==> src/rtl/fetch_unit.sv <==
// -----------------------------------------------------------------------------
// fetch_unit
//
// Instruction fetch front end. It issues one word-aligned request at a time to
// instruction memory and buffers the returned words, tagged with their PC, in a
// 2-entry FIFO whose head drives the decode interface straight from registers.
// A taken branch (redirect) flushes the FIFO and retargets fetching. If a
// request is still in flight, its data is waited for and then dropped.
//
// Ports
//   clk          in   rising-edge clock
//   rst_n        in   asynchronous active-low reset
//   imem_req     out  request valid (held with imem_addr until imem_ack)
//   imem_addr    out  word-aligned fetch address
//   imem_ack     in   data for the current request is on imem_rdata this cycle
//   imem_rdata   in   fetched instruction word
//   redirect     in   taken branch; overrides push and pop in the same cycle
//   redirect_pc  in   branch target (low two bits ignored)
//   instr        out  instruction at the FIFO head
//   instr_pc     out  address of instr
//   instr_valid  out  instr/instr_pc are valid
//   instr_ready  in   decode accepts instr this cycle
// -----------------------------------------------------------------------------
module fetch_unit #(
    parameter int unsigned             DATA_WIDTH = 32,
    parameter logic [DATA_WIDTH-1:0]   RESET_PC   = '0
) (
    input  logic                  clk,
    input  logic                  rst_n,
    output logic                  imem_req,
    output logic [DATA_WIDTH-1:0] imem_addr,
    input  logic                  imem_ack,
    input  logic [DATA_WIDTH-1:0] imem_rdata,
    input  logic                  redirect,
    input  logic [DATA_WIDTH-1:0] redirect_pc,
    output logic [DATA_WIDTH-1:0] instr,
    output logic [DATA_WIDTH-1:0] instr_pc,
    output logic                  instr_valid,
    input  logic                  instr_ready
);

    typedef enum logic [1:0] {
        S_FETCH,    // request issuing or outstanding
        S_FULL,     // FIFO holds two words, no request
        S_DISCARD   // waiting for the ack of a request made stale by a redirect
    } state_e;

    state_e                  state_q,    state_d;
    logic [1:0]              count_q,    count_d;
    logic [DATA_WIDTH-1:0]   fetch_pc_q, fetch_pc_d;
    logic                    req_q,      req_d;
    logic [DATA_WIDTH-1:0]   addr_q,     addr_d;
    // FIFO head (drives the decode interface) and second entry
    logic [DATA_WIDTH-1:0]   head_instr_q, head_instr_d;
    logic [DATA_WIDTH-1:0]   head_pc_q,    head_pc_d;
    logic [DATA_WIDTH-1:0]   tail_instr_q, tail_instr_d;
    logic [DATA_WIDTH-1:0]   tail_pc_q,    tail_pc_d;
    logic                    valid_q,      valid_d;

    logic                    push;
    logic                    pop;
    logic [1:0]              wr_slot;
    logic [DATA_WIDTH-1:0]   target_pc;
    logic [DATA_WIDTH-1:0]   next_pc;

    // Targets are forced word-aligned, so the low bits never matter.
    logic unused_redirect_lsbs;
    assign unused_redirect_lsbs = ^redirect_pc[1:0];

    assign target_pc = {redirect_pc[DATA_WIDTH-1:2], 2'b00};
    assign next_pc   = fetch_pc_q + DATA_WIDTH'(4);

    // Acks are only meaningful while our own request is in flight; this also
    // makes a stray ack straight after reset harmless.
    assign push    = (state_q != S_DISCARD) && req_q && imem_ack;
    assign pop     = valid_q && instr_ready;
    assign wr_slot = count_q - {1'b0, pop};

    always_comb begin
        // NOTE: every signal gets a default here so no path leaves one
        // unassigned, which would otherwise infer a latch.
        state_d      = state_q;
        count_d      = count_q;
        fetch_pc_d   = fetch_pc_q;
        req_d        = req_q;
        addr_d       = addr_q;
        head_instr_d = head_instr_q;
        head_pc_d    = head_pc_q;
        tail_instr_d = tail_instr_q;
        tail_pc_d    = tail_pc_q;

        if (redirect) begin
            count_d    = 2'd0;
            fetch_pc_d = target_pc;
            if (req_q && !imem_ack) begin
                // Memory still owes us a word: keep the old request stable
                // until it is acked, remembering only the newest target.
                state_d = S_DISCARD;
            end else begin
                state_d = S_FETCH;
                req_d   = 1'b1;
                addr_d  = target_pc;
            end
        end else if (state_q == S_DISCARD) begin
            if (imem_ack) begin
                state_d = S_FETCH;
                req_d   = 1'b1;
                addr_d  = fetch_pc_q;
            end
        end else begin
            // Shift on pop first, then write into the first free slot.
            if (pop) begin
                head_instr_d = tail_instr_q;
                head_pc_d    = tail_pc_q;
            end
            if (push) begin
                fetch_pc_d = next_pc;
                if (wr_slot == 2'd0) begin
                    head_instr_d = imem_rdata;
                    head_pc_d    = addr_q;
                end else begin
                    tail_instr_d = imem_rdata;
                    tail_pc_d    = addr_q;
                end
            end
            count_d = count_q + {1'b0, push} - {1'b0, pop};
            // Only request when at most one slot is in use, so the word coming
            // back always has a free slot whatever decode does meanwhile.
            req_d   = (count_d < 2'd2);
            addr_d  = push ? next_pc : fetch_pc_q;
            state_d = (count_d == 2'd2) ? S_FULL : S_FETCH;
        end

        valid_d = (count_d != 2'd0);
    end

    // NOTE: the FIFO storage is reset along with the control state because the
    // head registers drive instr/instr_pc directly and must read zero in reset.
    always_ff @(posedge clk or negedge rst_n) begin
        if (!rst_n) begin
            state_q      <= S_FETCH;
            count_q      <= 2'd0;
            fetch_pc_q   <= RESET_PC;
            req_q        <= 1'b0;
            addr_q       <= RESET_PC;
            head_instr_q <= '0;
            head_pc_q    <= '0;
            tail_instr_q <= '0;
            tail_pc_q    <= '0;
            valid_q      <= 1'b0;
        end else begin
            // NOTE: non-blocking assignments so every flop samples the values
            // from before this edge, independent of statement order.
            state_q      <= state_d;
            count_q      <= count_d;
            fetch_pc_q   <= fetch_pc_d;
            req_q        <= req_d;
            addr_q       <= addr_d;
            head_instr_q <= head_instr_d;
            head_pc_q    <= head_pc_d;
            tail_instr_q <= tail_instr_d;
            tail_pc_q    <= tail_pc_d;
            valid_q      <= valid_d;
        end
    end

    assign imem_req    = req_q;
    assign imem_addr   = addr_q;
    assign instr       = head_instr_q;
    assign instr_pc    = head_pc_q;
    assign instr_valid = valid_q;

endmodule

==> config.mk <==
export PLATFORM = sky130hd
export DESIGN_NAME = fetch_unit
export DESIGN_NICKNAME = d
export VERILOG_FILES = /design/src/rtl/fetch_unit.sv
export SDC_FILE = /design/constraint.sdc
export NUM_CORES = 1
export LEC_CHECK = 0
export ABC_AREA = 1
export CAP_MARGIN = 20
export CORE_MARGIN = 3
export CORE_UTILIZATION = 56
export DETAILED_ROUTE_END_ITERATION = 8
export MAX_ROUTING_LAYER = met4
export PLACE_DENSITY = 0.91
export SLEW_MARGIN = 30
export SYNTH_ARGS = -nofsm -noshare
export SYNTH_HDL_FRONTEND = slang
export SYNTH_SLANG_ARGS = --single-unit
==> constraint.sdc <==
create_clock -name clk -period 3.2 [get_ports clk]
set_input_delay 0.64 -clock clk [delete_from_list [all_inputs] [get_ports clk]]
set_output_delay 0.64 -clock clk [all_outputs]
set_load 0.02 [all_outputs]
# Yosys cells after proc, flatten, opt, wreduce, memory -nomap -nowiden
# Index checks and enable logic that the tools add are counted.
word_totals:
  ff_bits: 198
  latchBits: 0
  ramBits: 0
  mem_bits_ro: 0
  wordCells: 58
  mem_count: 0
classes:
  add_sub_neg: 4
  mul: 0
  div_mod_pow: 0
  n_lt_le_gt_ge: 1
  eq_ne: 6
  shift: 0
  n_mux: 24
  n_bitwise: 3
  reduce_logical: 10
ops:
  columns: ["cell", "count"]
  rows:
  - ["$mux W32", 13]
  - ["$add A32 B3 Y32 const B", 1]
  - ["$mux W2", 6]
  - ["$ne A2 B2 Y1 const B", 3]
  - ["$mux W1", 5]
  - ["$eq A2 B2 Y1 const B", 2]
  - ["$logic_and A1 B1 Y1", 4]
  - ["$reduce_and A2 Y1", 2]
  - ["$reduce_and A4 Y1", 1]
  - ["$sub A2 B1 Y2", 2]
  - ["$ne A3 B3 Y1 const B", 1]
  - ["$not A1 Y1", 3]
  - ["$add A2 B1 Y2", 1]
  - ["$logic_not A2 Y1", 1]
  - ["$lt A2 B2 Y1 const B", 1]
  - ["$reduce_bool A2 Y1", 1]
  - ["$logic_not A1 Y1", 1]

# Longest topological paths before layout
# Gate-level depths: netlist of run 1.
logic_depth:
  ltp_word: 9
  depth_mapped: 12
  mapped_depth_nobuf: 12

# Worst setup path before layout of run 1
# Ideal clock, no wire load.
synth_timing:
  path_type: "input to register"
  start: "in imem_ack"
  end: "reg valid_q (netlist: instr_valid)"
  setup_ns: 0.127
  arrival_time_ns: 1.993
  required_time_ns: 3.073
  path_slack_ns: 1.079
  stages: 10
  path_buffers: 0
  cell_sequence: "nand2_1 inv_1 nand2_1 ha_1 inv_1 ha_1 o21ai_0 a21o_1 nand2_1 or2_2"
synth_between:
  elab_chain_len: 6
synth_lines:
  columns: ["item", "line_no", "rtl"]
  rows:
  - ["start, declared", "32", "input logic imem_ack,"]
  - ["$logic_and A1 B1 Y1", "75", "assign push = (state_q != S_DISCARD) && req_q && imem_ack;"]
  - ["$add A2 B1 Y2", "126", "count_d = count_q + {1'b0, push} - {1'b0, pop};"]
  - ["$sub A2 B1 Y2", "126", null]
  - ["$mux W2", "104", "end else if (state_q == S_DISCARD) begin"]
  - ["$mux W2", "92", "if (redirect) begin"]
  - ["via count_d[1]", "49", "logic [1:0] count_q, count_d;"]
  - ["$reduce_bool A2 Y1", "134", "valid_d = (count_d != 2'd0);"]
  - ["via valid_d", "58", "logic valid_q, valid_d;"]
  - ["end signal, assigned", "163", "valid_q <= valid_d;"]
  - ["end, declared", "58", null]
# The timed path passes the listed nets, and every way through them passes these cells.
# A chain may end at the register's enable or synchronous reset.

# Worst setup path after layout of run 1
layout_timing:
  start: "in imem_ack"
  end: "reg head_pc_q[11] (netlist: instr_pc[11])"
layout_between:
  elab_chain_len: 2
layout_lines:
  columns: ["item", "line_no", "rtl"]
  rows:
  - ["$logic_and A1 B1 Y1", "75", null]
  - ["$mux W32", "116", "if (push) begin"]
  - ["end signal, assigned", "160", "head_pc_q <= head_pc_d;"]
  - ["end, declared", "55", "logic [DATA_WIDTH-1:0] head_pc_q, head_pc_d;"]
# No other way between the ends.

==> flow_summary.html, run 1 <==
<table>
<tr><th>Metric</th><th>Value</th></tr>
<tr><th colspan="2">Timing</th></tr>
<tr><td>Post-route fraction of the period consumed by the critical path</td><td>0.8548</td></tr>
<tr><td>Setup TNS Final</td><td>0 ns</td></tr>
<tr><td>F_max</td><td>365.6 MHz</td></tr>
<tr><td>Final critical delay including setup and external delays</td><td>2.735 ns</td></tr>
<tr><td>Final hold violation count</td><td>0</td></tr>
<tr><td>Worst clock skew</td><td>0.009507 ns</td></tr>
<tr><td>Measured slew at the worst slew-check pin</td><td>0.7536 ns</td></tr>
<tr><td>Unrepaired setup endpoints after global routing</td><td>no</td></tr>
<tr><td>Worst slew slack as a fraction of its limit</td><td>0.4976</td></tr>
<tr><td>Setup violators final</td><td>0</td></tr>
<tr><td>Smallest hold slack</td><td>0.2701 ns</td></tr>
<tr><td>Pins over their slew limit</td><td>0</td></tr>
<tr><th colspan="2">Drt</th></tr>
<tr><td>First drt pass iteration count</td><td>5</td></tr>
<tr><td>Detailed Route WL</td><td>23280 um</td></tr>
<tr><td>Via density</td><td>5.581</td></tr>
<tr><td>Count of vias placed by the detailed router</td><td>7562</td></tr>
<tr><td>DRC errors left</td><td>0</td></tr>
<tr><td>Avg WL per Cell</td><td>17.18 um</td></tr>
<tr><td>Number of violations reported at the end of detailed-routing iteration 0</td><td>749</td></tr>
<tr><td>Routed Antenna Nets</td><td>0</td></tr>
<tr><th colspan="2">Power</th></tr>
<tr><td>PwrDens</td><td>913.6 mW/mm^2</td></tr>
<tr><td>Static leakage</td><td>5.084 nW</td></tr>
<tr><td>Worst IR Drop VDD</td><td>463.3 uV</td></tr>
<tr><td>Post-route total power</td><td>10.29 mW</td></tr>
<tr><th colspan="2">Synth</th></tr>
<tr><td>Post-synth EDFFs</td><td>0</td></tr>
<tr><td>Synth top area share</td><td>0.5552</td></tr>
<tr><td>Gate count of the mapped netlist</td><td>983</td></tr>
<tr><td>Number of storage elements in the synthesis netlist</td><td>194</td></tr>
<tr><td>Number of distinct library cell variants in the gate-level netlist after synthesis</td><td>31</td></tr>
<tr><td>Largest cells by area after synthesis</td><td>sky130_fd_sc_hd__dfrtp_1 56%, sky130_fd_sc_hd__nand2_1 12%, sky130_fd_sc_hd__mux2_2 6.2%</td></tr>
<tr><td>Commonest cells in the netlist</td><td>278 x sky130_fd_sc_hd__nand2_1, 194 x sky130_fd_sc_hd__dfrtp_1, 106 x sky130_fd_sc_hd__o21ai_0, 103 x sky130_fd_sc_hd__nor2_1, 63 x sky130_fd_sc_hd__a31oi_1</td></tr>
<tr><td>Sequential cell area fraction in the yosys report</td><td>0.5552</td></tr>
<tr><td>Yosys warns</td><td>0</td></tr>
<tr><td>Post-synth net total</td><td>1055</td></tr>
<tr><td>Share of synthesized registers carrying an async set or reset</td><td>1.000</td></tr>
<tr><td>Average footprint of a synthesized cell</td><td>8.896 um^2</td></tr>
<tr><td>Largest area contributor in the netlist</td><td>sky130_fd_sc_hd__dfrtp_1</td></tr>
<tr><td>Most frequent cell after synthesis</td><td>sky130_fd_sc_hd__nand2_1</td></tr>
<tr><td>Cell area after synthesis</td><td>0.008745 mm^2</td></tr>
<tr><td>Leading register cell type out of synthesis</td><td>sky130_fd_sc_hd__dfrtp_1</td></tr>
<tr><th colspan="2">Cells and area</th></tr>
<tr><td>Area added between synthesis and finish</td><td>28.77%</td></tr>
<tr><td>Layout cells sized above 1</td><td>0.09790</td></tr>
<tr><td>Filler-free cell count of the finished design</td><td>1355</td></tr>
<tr><td>Final Net Count</td><td>1203</td></tr>
<tr><td>Number of antenna repair diodes</td><td>0</td></tr>
<tr><th colspan="2">Status</th></tr>
<tr><td>Run status</td><td>complete, no violations</td></tr>
<tr><th colspan="2">GRT</th></tr>
<tr><td>Initial antenna violation count</td><td>0</td></tr>
<tr><td>GR Util All Layers</td><td>0.2871</td></tr>
<tr><td>Remaining global-route overflow</td><td>0</td></tr>
<tr><td>First-pass GRT wire length</td><td>37000 um</td></tr>
<tr><td>Largest net degree at the start of global routing</td><td>97</td></tr>
<tr><td>Number of global-route vias before repair</td><td>7431</td></tr>
<tr><th colspan="2">Placed design</th></tr>
<tr><td>Gp weighted congestion</td><td>0.9408</td></tr>
<tr><td>Placed Cells incl. Taps</td><td>1323</td></tr>
<tr><td>Half-perimeter wire length after detailed placement</td><td>15450 um</td></tr>
<tr><td>Port buffer count</td><td>164</td></tr>
<tr><th colspan="2">Flow run</th></tr>
<tr><td>Maximum Capacitance Violations</td><td>0</td></tr>
<tr><th colspan="2">Setup path</th></tr>
<tr><td>Critical path peak fanout</td><td>42</td></tr>
<tr><td>Data arrival time of the worst path</td><td>3.08 ns</td></tr>
<tr><td>CP Launch Type</td><td>input pin</td></tr>
<tr><td>Critical setup path kind</td><td>input pin to register</td></tr>
<tr><td>CP Capture Type</td><td>register</td></tr>
<tr><td>WP data required</td><td>3.54 ns</td></tr>
<tr><th colspan="2">Clocking</th></tr>
<tr><td>CTS sink cnt</td><td>194</td></tr>
<tr><td>Clock-pin slew on the worst setup and hold paths</td><td>0.07 ns</td></tr>
<tr><td>Post-CTS Hold Buffers</td><td>0</td></tr>
<tr><td>Count of buffers added by post-CTS timing repair for setup</td><td>0</td></tr>
<tr><td>Number of buffers created by CTS</td><td>17</td></tr>
<tr><td>Insertion delay of the later-clocked pin in the worst-skew pair</td><td>0.43 ns</td></tr>
<tr><td>TritonCTS clock tree</td><td>built</td></tr>
<tr><td>Library cell used as clock root buffer</td><td>sky130_fd_sc_hd__clkbuf_16</td></tr>
<tr><td>Total number of H-tree levels</td><td>4</td></tr>
<tr><td>Clock tree buffer depth</td><td>2</td></tr>
<tr><td>Post-CTS sizing</td><td>0</td></tr>
<tr><th colspan="2">Worst hold path</th></tr>
<tr><td>Classification of the worst-slack hold path</td><td>input pin to async pin</td></tr>
<tr><th colspan="2">Floorplanning</th></tr>
<tr><td>Std cell rows</td><td>45</td></tr>
<tr><td>Area of the core region</td><td>0.01526 mm^2</td></tr>
<tr><td>Effective utilization at floorplan</td><td>0.5731</td></tr>
<tr><td>I/O pin count</td><td>167</td></tr>
<tr><td>Die Span X</td><td>131.0 um</td></tr>
<tr><td>Die Footprint</td><td>0.01715 mm^2</td></tr>
<tr><td>Floorplan die height</td><td>131.0 um</td></tr>
</table>
==> cell usage in the layout, fill, tap and decap left out, drive strengths merged, types with 30 or more instances in the layout <==
master           n
nor2           105
mux2            48
a31oi           63
dfrtp          194
inv             67
o21ai          106
clkdlybuf4s50  163
nand2          279
nand3           30
==> power by group <==
| part | switching (mW) | total (mW) | internal [mW] | leakage (nW) |
|---|---|---|---|---|
| clock network | 0.940 | 2.34 | 1.40 | 0.312 |
| logic | 2.21 | 3.98 | 1.77 | 2.42 |
| registers | 0.572 | 3.96 | 3.39 | 2.36 |
| total | 3.73 | 10.3 | 6.56 | 5.08 |
==> logic make-up (layout without fill, tap and decap cells) <==
group           count (synthesis)  in the layout  synth area share
compound gates                178            178            0.1168
xor+xnor                       11             11           0.01102
fa+ha+maj                       3              3          0.004293
buf+inv                       116            277           0.05351
flops                         194            194            0.5552
mux                            48             48           0.06181
simple gates                  433            433            0.1975
==> cell type report <==
class,instances,area [um^2]
inverter,62,232.7
timing repair buffer,183,1813
clock inverter,14,222.7
sequential,194,4855
fill,1044,3998
multi-input combinational,673,3445
clock buffer,18,429.2
tap,211,264.0
==> critical path: stages <==
cell and delay, ns:
sky130_fd_sc_hd__clkdlybuf4s50_1 0.56, sky130_fd_sc_hd__nand2_1 0.15, sky130_fd_sc_hd__a21oi_4 0.39, sky130_fd_sc_hd__o211ai_4 0.33, sky130_fd_sc_hd__a21oi_4 0.22, sky130_fd_sc_hd__buf_4 0.43, sky130_fd_sc_hd__nor2_1 0.12, sky130_fd_sc_hd__a31oi_1 0.22
==> layer usage <==
layer | global-route usage | routed length (um) | vias up
met5 | - | 0 | -
met4 | 0.1174 | 633 | 0
met3 | 0.04715 | 1503 | 54
met2 | 0.4633 | 11640 | 331
met1 | 0.3631 | 9511 | 3632
li1 | - | - | 3545
==> per-stage QoR <==
stage	utilization	cell area [um^2]	setup slack, ns
6_report	0.7380	11260	0.4646
3_3_place_gp	0.6953	10610	0.2669
5_1_grt	0.7380	11260	0.3169
3_5_place_dp	0.6953	10610	0.09646
2_1_floorplan	-	8745	1.079
4_1_cts	0.7380	11260	0.4984
==> flip-flops by register name (all words and copies together), names as in the netlist <==
register / flops
instr_valid: 1
tail_pc_q: 31
imem_addr: 31
instr_pc: 32
count_q: 2
state_q: 2
instr: 32
imem_req: 1
tail_instr_q: 32
fetch_pc_q: 30
==> final timing paths <==
check	to	from	cells after the start	slack, ns
worst max-delay path	instr_pc[11]	imem_ack	8	0.46
worst min-delay path	fetch_pc_q[11]	rst_n	1	0.27
worst max register to register	instr_pc[11]	imem_req	7	0.80
worst min register to register	tail_pc_q[14]	tail_pc_q[14]	2	0.49
max in group asynchronous	instr[20]	rst_n	2	2.10
min in group clk	tail_pc_q[14]	tail_pc_q[14]	2	0.49
(Power assumes the default switching activity.)
==> inputs of run 2 (changes only) <==
- CORE_MARGIN: 3 -> 2
- SETUP_SLACK_MARGIN: default -> 0.4
==> flow_summary.html, run 2 (same netlist as run 1, synthesis figures left out) <==
<table>
<tr><th>Metric</th><th>Value</th></tr>
<tr><th colspan="2">Cells and area</th></tr>
<tr><td>Leading cell type in the layout, fill and taps excluded</td><td>sky130_fd_sc_hd__nand2_1 (unchanged)</td></tr>
<tr><td>Top library cells by usage in the layout, fill and taps aside</td><td>277 x sky130_fd_sc_hd__nand2_1, 194 x sky130_fd_sc_hd__dfrtp_1, 163 x sky130_fd_sc_hd__clkdlybuf4s50_1 (unchanged)</td></tr>
<tr><td>Number of antenna repair diodes</td><td>0 (unchanged)</td></tr>
<tr><td>Final standard cell area without fillers</td><td>0.01120 mm^2 (was 0.01126 mm^2)</td></tr>
<tr><td>Filler-free cell count of the finished design</td><td>1355 (unchanged)</td></tr>
<tr><td>Layout cells sized above 1</td><td>0.09615 (was 0.09790)</td></tr>
<tr><td>Number of inserted filler cells in the final layout</td><td>1073 (was 1044)</td></tr>
<tr><td>Area added between synthesis and finish</td><td>28.07% (was 28.77%)</td></tr>
<tr><td>Final Net Count</td><td>1204 (was 1203)</td></tr>
<tr><th colspan="2">Drt</th></tr>
<tr><td>Avg WL per Cell</td><td>16.67 um (was 17.18 um)</td></tr>
<tr><td>Count of vias placed by the detailed router</td><td>7581 (was 7562)</td></tr>
<tr><td>DRC errors left</td><td>0 (unchanged)</td></tr>
<tr><td>Routed Antenna Nets</td><td>0 (unchanged)</td></tr>
<tr><td>Number of violations reported at the end of detailed-routing iteration 0</td><td>623 (was 749)</td></tr>
<tr><td>First drt pass iteration count</td><td>5 (unchanged)</td></tr>
<tr><td>Via density</td><td>5.595 (was 5.581)</td></tr>
<tr><td>Detailed Route WL</td><td>22580 um (was 23280 um)</td></tr>
<tr><th colspan="2">Placed design</th></tr>
<tr><td>Gp weighted congestion</td><td>0.9389 (was 0.9408)</td></tr>
<tr><td>Port buffer count</td><td>164 (unchanged)</td></tr>
<tr><td>Placed Cells incl. Taps</td><td>1324 (was 1323)</td></tr>
<tr><td>Placement Cell Area</td><td>0.01063 mm^2 (was 0.01061 mm^2)</td></tr>
<tr><td>Half-perimeter wire length after detailed placement</td><td>15520 um (was 15450 um)</td></tr>
<tr><th colspan="2">Floorplanning</th></tr>
<tr><td>I/O pin count</td><td>167 (unchanged)</td></tr>
<tr><td>Floorplan die height</td><td>129.0 um (was 131.0 um)</td></tr>
<tr><td>Effective utilization at floorplan</td><td>0.5731 (unchanged)</td></tr>
<tr><td>Die Span X</td><td>129.0 um (was 131.0 um)</td></tr>
<tr><td>Die Footprint</td><td>0.01663 mm^2 (was 0.01715 mm^2)</td></tr>
<tr><td>Std cell rows</td><td>45 (unchanged)</td></tr>
<tr><td>Area of the core region</td><td>0.01526 mm^2 (unchanged)</td></tr>
<tr><th colspan="2">Flow run</th></tr>
<tr><td>Maximum Capacitance Violations</td><td>0 (unchanged)</td></tr>
<tr><th colspan="2">Timing</th></tr>
<tr><td>Worst clock skew</td><td>0.01198 ns (was 0.009507 ns)</td></tr>
<tr><td>Measured slew at the worst slew-check pin</td><td>0.6577 ns (was 0.7536 ns)</td></tr>
<tr><td>Final hold violation count</td><td>0 (unchanged)</td></tr>
<tr><td>Setup violators final</td><td>0 (unchanged)</td></tr>
<tr><td>Post-route fraction of the period consumed by the critical path</td><td>0.7496 (was 0.8548)</td></tr>
<tr><td>Unrepaired setup endpoints after global routing</td><td>no (unchanged)</td></tr>
<tr><td>Final critical delay including setup and external delays</td><td>2.399 ns (was 2.735 ns)</td></tr>
<tr><td>Worst slew slack as a fraction of its limit</td><td>0.5615 (was 0.4976)</td></tr>
<tr><td>Pins over their slew limit</td><td>0 (unchanged)</td></tr>
<tr><td>Setup TNS Final</td><td>0 ns (unchanged)</td></tr>
<tr><td>F_max</td><td>416.9 MHz (was 365.6 MHz)</td></tr>
<tr><th colspan="2">Power</th></tr>
<tr><td>Switching share of total power</td><td>0.3628 (was 0.3623)</td></tr>
<tr><td>PwrDens</td><td>892.0 mW/mm^2 (was 913.6 mW/mm^2)</td></tr>
<tr><td>Net Switching</td><td>3.624 mW (was 3.727 mW)</td></tr>
<tr><td>Part of the power in registers</td><td>0.396 (was 0.385)</td></tr>
<tr><td>Combinational group share of total power</td><td>0.396 (was 0.387)</td></tr>
<tr><td>Static leakage</td><td>5.053 nW (was 5.084 nW)</td></tr>
<tr><td>Clock share of power</td><td>0.208 (was 0.227)</td></tr>
<tr><td>Worst IR Drop VDD</td><td>477.4 uV (was 463.3 uV)</td></tr>
<tr><td>Internal Dissipation</td><td>6.366 mW (was 6.561 mW)</td></tr>
<tr><th colspan="2">GRT</th></tr>
<tr><td>Remaining global-route overflow</td><td>0 (unchanged)</td></tr>
<tr><td>Largest net degree at the start of global routing</td><td>78 (was 97)</td></tr>
<tr><td>GR Util All Layers</td><td>0.2918 (was 0.2871)</td></tr>
<tr><td>Number of global-route vias before repair</td><td>7335 (was 7431)</td></tr>
<tr><td>First-pass GRT wire length</td><td>36420 um (was 37000 um)</td></tr>
<tr><td>Initial antenna violation count</td><td>0 (unchanged)</td></tr>
<tr><th colspan="2">Setup path</th></tr>
<tr><td>Startpoint of the lowest-slack register-to-register path</td><td>imem_req (unchanged)</td></tr>
<tr><td>CP Capture Type</td><td>register (unchanged)</td></tr>
<tr><td>End of the worst register-to-register path</td><td>imem_addr[19] (was instr_pc[11])</td></tr>
<tr><td>Cells on worst reg2reg path</td><td>9 (was 7)</td></tr>
<tr><td>Data arrival time of the worst path</td><td>2.72 ns (was 3.08 ns)</td></tr>
<tr><td>Critical setup path kind</td><td>input pin to register (unchanged)</td></tr>
<tr><td>Register-to-register setup slack</td><td>1.11 ns (was 0.80 ns)</td></tr>
<tr><td>WP data required</td><td>3.52 ns (was 3.54 ns)</td></tr>
<tr><td>Critical path peak fanout</td><td>53 (was 42)</td></tr>
<tr><td>CP Launch Type</td><td>input pin (unchanged)</td></tr>
<tr><th colspan="2">Clocking</th></tr>
<tr><td>CTS sink cnt</td><td>194 (unchanged)</td></tr>
<tr><td>Insertion delay of the later-clocked pin in the worst-skew pair</td><td>0.44 ns (was 0.43 ns)</td></tr>
<tr><td>Clock-pin slew on the worst setup and hold paths</td><td>0.07 ns (about the same)</td></tr>
<tr><td>Library cell used as clock root buffer</td><td>sky130_fd_sc_hd__clkbuf_16 (unchanged)</td></tr>
<tr><td>TritonCTS clock tree</td><td>built (unchanged)</td></tr>
<tr><td>Number of buffers created by CTS</td><td>17 (unchanged)</td></tr>
<tr><td>Total number of H-tree levels</td><td>4 (unchanged)</td></tr>
<tr><td>Clock tree buffer depth</td><td>2 (unchanged)</td></tr>
<tr><td>Count of buffers added by post-CTS timing repair for setup</td><td>0 (unchanged)</td></tr>
<tr><td>Post-CTS Hold Buffers</td><td>0 (unchanged)</td></tr>
<tr><td>Post-CTS sizing</td><td>0 (unchanged)</td></tr>
<tr><th colspan="2">Worst hold path</th></tr>
<tr><td>Classification of the worst-slack hold path</td><td>input pin to async pin (unchanged)</td></tr>
<tr><th colspan="2">Status</th></tr>
<tr><td>Run status</td><td>complete, no violations (unchanged)</td></tr>
</table>
-- run 2: changes by cell type in the layout (fill, tap and decap cells not counted), sizes merged --
cell	previous run	this run
buf	19	20
bufinv	5	2
clkbuf	19	23
clkinv	2	3
clkinvlp	2	3
inv	67	63
-- run 2: worst max-delay path by stage --
stage | to | depth (start not counted) | slack (ns) | startpoint
floorplan | instr_valid | 10 | 1.08 | imem_ack
global placement | imem_addr[23] | 12 | 0.38 | imem_ack
detailed placement | imem_addr[23] | 12 | 0.36 | imem_ack
CTS | imem_addr[19] | 10 | 0.82 | imem_ack
global route | imem_addr[19] | 10 | 0.56 | imem_ack
finish | tail_pc_q[10] | 5 | 0.80 | redirect
-- run 2: power by group through the flow --
stage                     Clock [mW]  Combinational, mW  Sequential (mW)
after global placement             0               3.80             3.91
after detailed placement           0               3.94             3.98
after CTS                       2.09               3.97             3.95
final                           2.08               3.95             3.96
after global routing            2.19               4.30             4.06
after floorplan                    0               1.66             4.48
-- run 2: through the flow --
stage	power [mW]	hold WS [ns]	util	setup WS, ns
6_report	9.990	0.2055	0.7340	0.8014
3_5_place_dp	7.923	0.4680	0.6966	0.3600
2_1_floorplan	6.140	0.3444	-	1.079
4_1_cts	10.00	0.2296	0.7340	0.8156
5_1_grt	10.55	0.2667	0.7340	0.5555
3_3_place_gp	7.712	0.4614	0.6966	0.3801
-- run 2: per-layer routing --
layer  GRT usage  routed length, um  vias to the layer above
li1            -                  -                     3539
met1      0.3675               9185                     3640
met2      0.4746              11240                      337
met3     0.04657               1514                       65
met4      0.1202                645                        0
met5           -                  0                        -
-- run 2: cell type report --
class	count	area (um^2)	share of cell area
multi-input cells	673	3445	0.3076
inverters	62	232.7	0.02078
flip-flops and latches	194	4855	0.4335
clock buffers	22	464.2	0.04145
well taps	211	264.0	0.02357
clock inverters	9	106.4	0.009496
repair buffers	184	1833	0.1637
-- run 2: worst max-delay path, cell delays in order --
cell and delay, ns:
sky130_fd_sc_hd__clkdlybuf4s50_1 0.66, sky130_fd_sc_hd__inv_1 0.32, sky130_fd_sc_hd__nand3_4 0.16, sky130_fd_sc_hd__buf_4 0.48, sky130_fd_sc_hd__mux2_2 0.41
